===== src/rtl/vga_pixel_engine.sv =====
// Avalon-MM pixel writer: buffers pixel writes in a FIFO, clips them to the screen, and adds a
// hardware rectangle fill. Output is one registered plot per cycle toward the VGA adapter.
module vga_pixel_engine #(
  parameter int H_RES      = 160,
  parameter int V_RES      = 120,
  parameter int X_W        = 8,
  parameter int Y_W        = 7,
  parameter int COLOUR_W   = 8,
  parameter int FIFO_DEPTH = 8
) (
  input  logic                clk,
  input  logic                reset,
  input  logic [3:0]          address,
  input  logic                read,
  output logic [31:0]         readdata,
  input  logic                write,
  input  logic [31:0]         writedata,
  output logic                waitrequest,
  output logic [X_W-1:0]      vga_x,
  output logic [Y_W-1:0]      vga_y,
  output logic [COLOUR_W-1:0] vga_colour,
  output logic                vga_plot
);

  localparam int PW = X_W + Y_W + COLOUR_W;
  localparam int AW = $clog2(FIFO_DEPTH);
  localparam int CW = AW + 1;
  localparam logic [X_W:0] H_LIM = (X_W+1)'(H_RES);
  localparam logic [Y_W:0] V_LIM = (Y_W+1)'(V_RES);

  typedef enum logic [1:0] {S_IDLE, S_WAIT, S_FILL} state_t;
  state_t state_q, state_d;

  logic [PW-1:0]       fifo_mem [FIFO_DEPTH];
  logic [AW-1:0]       wr_ptr, rd_ptr;
  logic [CW-1:0]       fifo_count, wait_cnt, pend;
  logic                fifo_full, fifo_empty, push, pop, fill_step;
  logic [X_W-1:0]      x0, fx, x_end;
  logic [Y_W-1:0]      y0, fy, y_end;
  logic [COLOUR_W-1:0] fill_c;
  logic [15:0]         drop_cnt;

  logic [COLOUR_W-1:0] wd_c;
  logic [X_W-1:0]      wd_x;
  logic [Y_W-1:0]      wd_y;
  logic [X_W:0]        x_sum, x_end_c;
  logic [Y_W:0]        y_sum, y_end_c;
  logic                wr_acc, in_bounds, origin_ok, fill_req, fill_go, drop_inc, busy;
  logic [31:0]         rd_origin, rd_status;

  assign wd_c = writedata[COLOUR_W-1:0];
  assign wd_x = writedata[COLOUR_W +: X_W];
  assign wd_y = writedata[COLOUR_W+X_W +: Y_W];

  assign fifo_full  = (fifo_count == CW'(FIFO_DEPTH));
  assign fifo_empty = (fifo_count == '0);

  assign waitrequest = write & (((address == 4'd0) & fifo_full) |
                                ((address == 4'd2) & (state_q != S_IDLE)));
  assign wr_acc = write & ~waitrequest;

  assign in_bounds = ({1'b0, wd_x} < H_LIM) && ({1'b0, wd_y} < V_LIM);
  assign origin_ok = ({1'b0, x0} < H_LIM) && ({1'b0, y0} < V_LIM);
  assign push      = wr_acc && (address == 4'd0) && in_bounds;
  assign fill_req  = wr_acc && (address == 4'd2);
  assign fill_go   = fill_req && origin_ok && (wd_x != '0) && (wd_y != '0);
  assign drop_inc  = (wr_acc && (address == 4'd0) && !in_bounds) || (fill_req && !origin_ok);

  // Extra bit keeps the end coordinate from wrapping before it is clipped to the screen edge.
  assign x_sum   = {1'b0, x0} + {1'b0, wd_x} - (X_W+1)'(1);
  assign y_sum   = {1'b0, y0} + {1'b0, wd_y} - (Y_W+1)'(1);
  assign x_end_c = (x_sum > H_LIM - (X_W+1)'(1)) ? H_LIM - (X_W+1)'(1) : x_sum;
  assign y_end_c = (y_sum > V_LIM - (Y_W+1)'(1)) ? V_LIM - (Y_W+1)'(1) : y_sum;

  assign busy = (state_q != S_IDLE) || !fifo_empty;

  always_comb begin
    rd_origin = '0;
    rd_origin[X_W-1:0]  = x0;
    rd_origin[16 +: Y_W] = y0;
    rd_status = {busy, 7'b0, 8'(fifo_count), drop_cnt};
  end

  // wait_cnt tracks how many queued pixels predate the fill; later pushes stay behind it.
  always_comb begin
    state_d   = state_q;
    pop       = 1'b0;
    fill_step = 1'b0;
    pend      = '0;
    case (state_q)
      S_IDLE: begin
        pop  = !fifo_empty;
        pend = fifo_count - CW'(pop);
        if (fill_go) state_d = (pend != '0) ? S_WAIT : S_FILL;
      end
      S_WAIT: begin
        pop = !fifo_empty;
        if (wait_cnt <= CW'(1)) state_d = S_FILL;
      end
      S_FILL: begin
        fill_step = 1'b1;
        if (fx == x_end && fy == y_end) state_d = S_IDLE;
      end
      default: state_d = S_IDLE;
    endcase
  end

  always_ff @(posedge clk) begin
    if (push) fifo_mem[wr_ptr] <= {wd_y, wd_x, wd_c};
  end

  always_ff @(posedge clk) begin
    if (reset) begin
      state_q    <= S_IDLE;
      wr_ptr     <= '0;
      rd_ptr     <= '0;
      fifo_count <= '0;
      wait_cnt   <= '0;
      x0         <= '0;
      y0         <= '0;
      fx         <= '0;
      fy         <= '0;
      x_end      <= '0;
      y_end      <= '0;
      fill_c     <= '0;
      drop_cnt   <= '0;
      readdata   <= '0;
      vga_x      <= '0;
      vga_y      <= '0;
      vga_colour <= '0;
      vga_plot   <= 1'b0;
    end else begin
      state_q <= state_d;

      if (push) wr_ptr <= wr_ptr + AW'(1);
      if (pop)  rd_ptr <= rd_ptr + AW'(1);
      case ({push, pop})
        2'b10:   fifo_count <= fifo_count + CW'(1);
        2'b01:   fifo_count <= fifo_count - CW'(1);
        default: fifo_count <= fifo_count;
      endcase

      vga_plot <= pop | fill_step;
      if (pop)            {vga_y, vga_x, vga_colour} <= fifo_mem[rd_ptr];
      else if (fill_step) {vga_y, vga_x, vga_colour} <= {fy, fx, fill_c};

      if (fill_go) begin
        fx       <= x0;
        fy       <= y0;
        x_end    <= x_end_c[X_W-1:0];
        y_end    <= y_end_c[Y_W-1:0];
        fill_c   <= wd_c;
        wait_cnt <= pend;
      end else if (state_q == S_WAIT && pop) begin
        wait_cnt <= wait_cnt - CW'(1);
      end
      if (fill_step) begin
        if (fx == x_end) begin
          fx <= x0;
          fy <= fy + Y_W'(1);
        end else begin
          fx <= fx + X_W'(1);
        end
      end

      if (wr_acc && address == 4'd1) begin
        x0 <= writedata[X_W-1:0];
        y0 <= writedata[16 +: Y_W];
      end

      if (wr_acc && address == 4'd3)            drop_cnt <= '0;
      else if (drop_inc && drop_cnt != 16'hFFFF) drop_cnt <= drop_cnt + 16'd1;

      if (read) begin
        case (address)
          4'd1:    readdata <= rd_origin;
          4'd3:    readdata <= rd_status;
          default: readdata <= '0;
        endcase
      end
    end
  end

endmodule


===== config.mk =====
export PLATFORM = sky130hd
export DESIGN_NAME = vga_pixel_engine
export DESIGN_NICKNAME = d
export VERILOG_FILES = /design/src/rtl/vga_pixel_engine.sv
export SDC_FILE = /design/constraint.sdc
export NUM_CORES = 1
export LEC_CHECK = 0
export ABC_AREA = 1
export CAP_MARGIN = 20
export CELL_PAD_IN_SITES_DETAIL_PLACEMENT = 1
export CELL_PAD_IN_SITES_GLOBAL_PLACEMENT = 1
export CORE_MARGIN = 4
export CORE_UTILIZATION = 46
export DETAILED_ROUTE_END_ITERATION = 8
export GPL_ROUTABILITY_DRIVEN = 0
export PLACE_DENSITY = 0.9
export SYNTH_ARGS = -nofsm -noshare
export SYNTH_HDL_FRONTEND = slang
export SYNTH_SLANG_ARGS = --single-unit

===== constraint.sdc =====
create_clock -name clk -period 5.3 [get_ports clk]
set_clock_uncertainty 0.2 [all_clocks]
set_input_delay 1.06 -clock clk [delete_from_list [all_inputs] [get_ports clk]]
set_output_delay 1.06 -clock clk [all_outputs]
set_load 0.005 [all_outputs]

==> results.rst <==
.. list-table::
   :header-rows: 1

   * - Metric
     - Value
   * - Run status
     - finished, final reports clean
   * - Maximum number of pins on one net before global-route repair
     - 93
   * - Aggregate negative setup slack
     - 0 ns
   * - Mapped Avg Cell Area
     - 9.07 µm²
   * - Highest achievable clock rate
     - between 200 and 250 MHz
   * - CTS sink count
     - 320
   * - CTS Root Cell
     - clkbuf_16
   * - Max-capacitance violation count
     - 0
   * - Number of I/O port buffers
     - between 70 and 80
   * - Arrival time of data at the critical path endpoint
     - 4.37 ns
   * - Top cell type's share of synthesized area
     - 37.5%
   * - Vias after detailed routing
     - 12,446
   * - Aggregate global routing overflow
     - 0
   * - Layout cells sized above 1
     - 6.85%
   * - Sequential area share after synthesis
     - ~56%
   * - Net total in the final layout
     - 1,766
   * - Power density relative to cell area
     - between 400 and 500 nW/µm²
   * - Placeable core area
     - 31,600 µm²
   * - Number of diodes
     - 0
   * - Unrepaired setup endpoints after global routing
     - false
   * - Leading cell types in the layout, fill and taps excluded
     - nand2_1, nor2_1, edfxtp_1
   * - Latest clock arrival within the worst-skew pair
     - 0.54 ns
   * - Critical path required time
     - about 5.5 ns
   * - Basic-gate share of the synthesized area counting and, or, nand and nor cells
     - 17.1%
   * - Area growth from synthesis to layout
     - 15.5%
   * - Area of combinational cells with multiple inputs
     - 5480 µm²
   * - Number of antenna violations at the first check in global routing
     - 0
   * - Layout fillers
     - 3,596
   * - Global-route usage over all layers
     - 26.4%
   * - Total setup buffers inserted after CTS
     - 0
   * - Class of the worst hold path
     - reg2reg
   * - Minimum hold slack
     - 0.271 ns
   * - Startpoint-to-endpoint class of the critical path
     - in2reg
   * - ANT nets after route
     - 0
   * - Die width
     - roughly 190 µm
   * - Combinational family with the most area after synthesis
     - simple AND/OR/NAND/NOR gates
   * - Ys flop type
     - edfxtp_1
   * - Sum of net half-perimeters after detailed placement
     - 29,900 µm
   * - Instance count of the mapped netlist
     - 1,624
   * - Final cycle utilization of the critical path
     - 78.3%
   * - Resize count post-CTS
     - 0
   * - Largest cells by area after synthesis
     - edfxtp_1, dfxtp_1, nand2_1, o21ai_0, nor2_1
   * - Final Hold Violating Endpoints
     - 0
   * - Final Power
     - 0.00746 W
   * - DRC violations left
     - 0
   * - CTS HTree Levels
     - 2
   * - Final slew viol count
     - 0
   * - Remaining max-slew budget at the tightest pin
     - approximately a quarter
   * - Fraction of the mapped netlist area in compound gates
     - 13.9%
   * - DR vias/cell
     - around 5.9
   * - Fraction of synthesized area in multiplexers
     - 0%
   * - Iteration count of the initial detailed-routing pass
     - 7
   * - Buffer levels on the longest clock path
     - 3
   * - Library cells used by synthesis
     - 42
   * - DR WL/cell
     - around 22 µm
   * - Type of element capturing the critical path
     - register
   * - Count of routing violations after the opening detailed-route iteration
     - roughly 980
   * - Post-synth design cell area
     - 14,700 µm²
   * - Number of synthesized flops with an enable pin
     - roughly 180
   * - Final design utilization
     - around 54%
   * - Leading area contributor after synthesis
     - edfxtp_1
   * - Die Outline Area
     - 34,900 µm²
   * - Async SR Flop Fraction
     - 0%
   * - Number of global-route vias before repair
     - 13,282
   * - Drt total wl
     - 47,200 µm
   * - Clock tree from TritonCTS
     - built
   * - Total of warnings raised by yosys
     - 0
   * - Number of I/O pins
     - 97
   * - Synthesized-area fraction occupied by xor and xnor cells
     - under 10%
   * - Most common library cell in the layout ignoring fill and taps
     - nand2_1
   * - Number of cell rows
     - 65
   * - Hold-fix buffer count after cts
     - 0
   * - Die height
     - approximately 190 µm
   * - Synthesized-area fraction occupied by adder cells
     - 3.81%
   * - Sequential cell area
     - 8250 µm²
   * - Critical path peak fanout
     - 10
   * - Max VDD drop
     - 0.310 mV
   * - Clock slew at reported path FFs
     - ~0.070 ns
   * - Yosys reg bits
     - 320
   * - Leak pwr
     - roughly 6.4 nW
   * - Type of origin of the critical path
     - primary input
   * - CTS Buf Count
     - 35
   * - Initial core utilization
     - 46.7%
   * - Global-route wire length before repair
     - 74,000 µm
   * - Transition at the pin with the smallest max-transition slack
     - roughly 1.1 ns
   * - Setup violation total in the final timing report
     - 0
   * - Time the final worst path needs with I/O delays and setup
     - 4.15 ns
-- routing by layer --
layer  share of wire, %  vias to the layer above  wire length (µm)  track usage (%)
li1                   -                     5631                 -                -
met1                 39                     6146             18500             32.9
met2                 50                      523             23600             46.1
met4                4.0                        0              1880             10.8
met5                  0                        -                 0                0
met3                6.8                      146              3220             4.26
-- critical path, stage by stage --
cell	delay (ns)
clkdlybuf4s50_1	0.60
nor2_1	0.37
nor2_1	0.10
a31oi_1	0.44
nand3_1	0.42
ha_1	0.40
ha_1	0.29
nand2_1	0.07
nand2_1	0.04
a21oi_1	0.16
nor2_1	0.06
nor2_1	0.08
nand2_1	0.07
o21ai_0	0.15
a21oi_1	0.05
-- logic make-up after synthesis --
kind of cell	after synthesis
simple gates	599
flops	320
xor+xnor	33
fa+ha+maj	43
buf+inv	265
other cells	1
compound gates	363
-- metrics by stage --
stage               area (µm²)  std cells  setup WS (ns)
detailed placement       15900       2046          0.773
global route             17000       2111          0.835
CTS                      17000       2109           1.18
global placement         15900       2046          0.849
floorplan                14800       1631           1.15
finish                   17000       2111           1.15
-- final timing paths --
check,from,to,slack (ns),cells past startpoint
worst min register to register,readdata[14],readdata[14],0.27,2
worst max-delay path,writedata[13],fifo_count[3],1.15,15
worst max register to register,fifo_count[2],vga_y[0],2.00,10
worst min-delay path,readdata[14],readdata[14],0.27,2
-- sequential cells by signal, indices dropped and copies added, names as in the netlist, 8 cells and up, named ones only --
name / count
fifo_mem: 184
readdata: 24
drop_cnt: 16
fill_c: 8
fx: 8
vga_colour: 8
vga_x: 8
x0: 8
x_end: 8
-- where the power goes --
part	total, W	switching [W]	internal, W	leakage, nW
clock network	0.00238	0.00101	0.00137	0.538
registers	0.00293	0.000159	0.00277	2.76
logic	0.00215	0.00146	0.000688	3.08
-- synthesized netlist by cell type (3+ instances only) --
cell / count
nand2_1: 240
nor2_1: 214
edfxtp_1: 184
o21ai_0: 170
inv_1: 153
dfxtp_1: 136
nand3_1: 94
a21oi_1: 85
clkbuf_1: 55
ha_1: 40
a31oi_1: 32
o211ai_1: 25
o221ai_1: 23
xor2_1: 23
buf_2: 22
inv_2: 20
o21ai_1: 20
nor3_1: 18
nand4_1: 16
xnor2_1: 10
buf_4: 8
nand3b_1: 5
a221oi_1: 4
buf_1: 4
fa_1: 3
-- final cells by class --
cell class / instances / area share [%]
multi-input combinational: 1046 / 32.2
clock inverter: 16 / 0.898
inverter: 175 / 3.87
timing repair buffer: 105 / 5.96
sequential: 320 / 48.5
tap: 402 / 2.96
clock buffer: 47 / 5.59
Power figures use the tool's default switching activity.
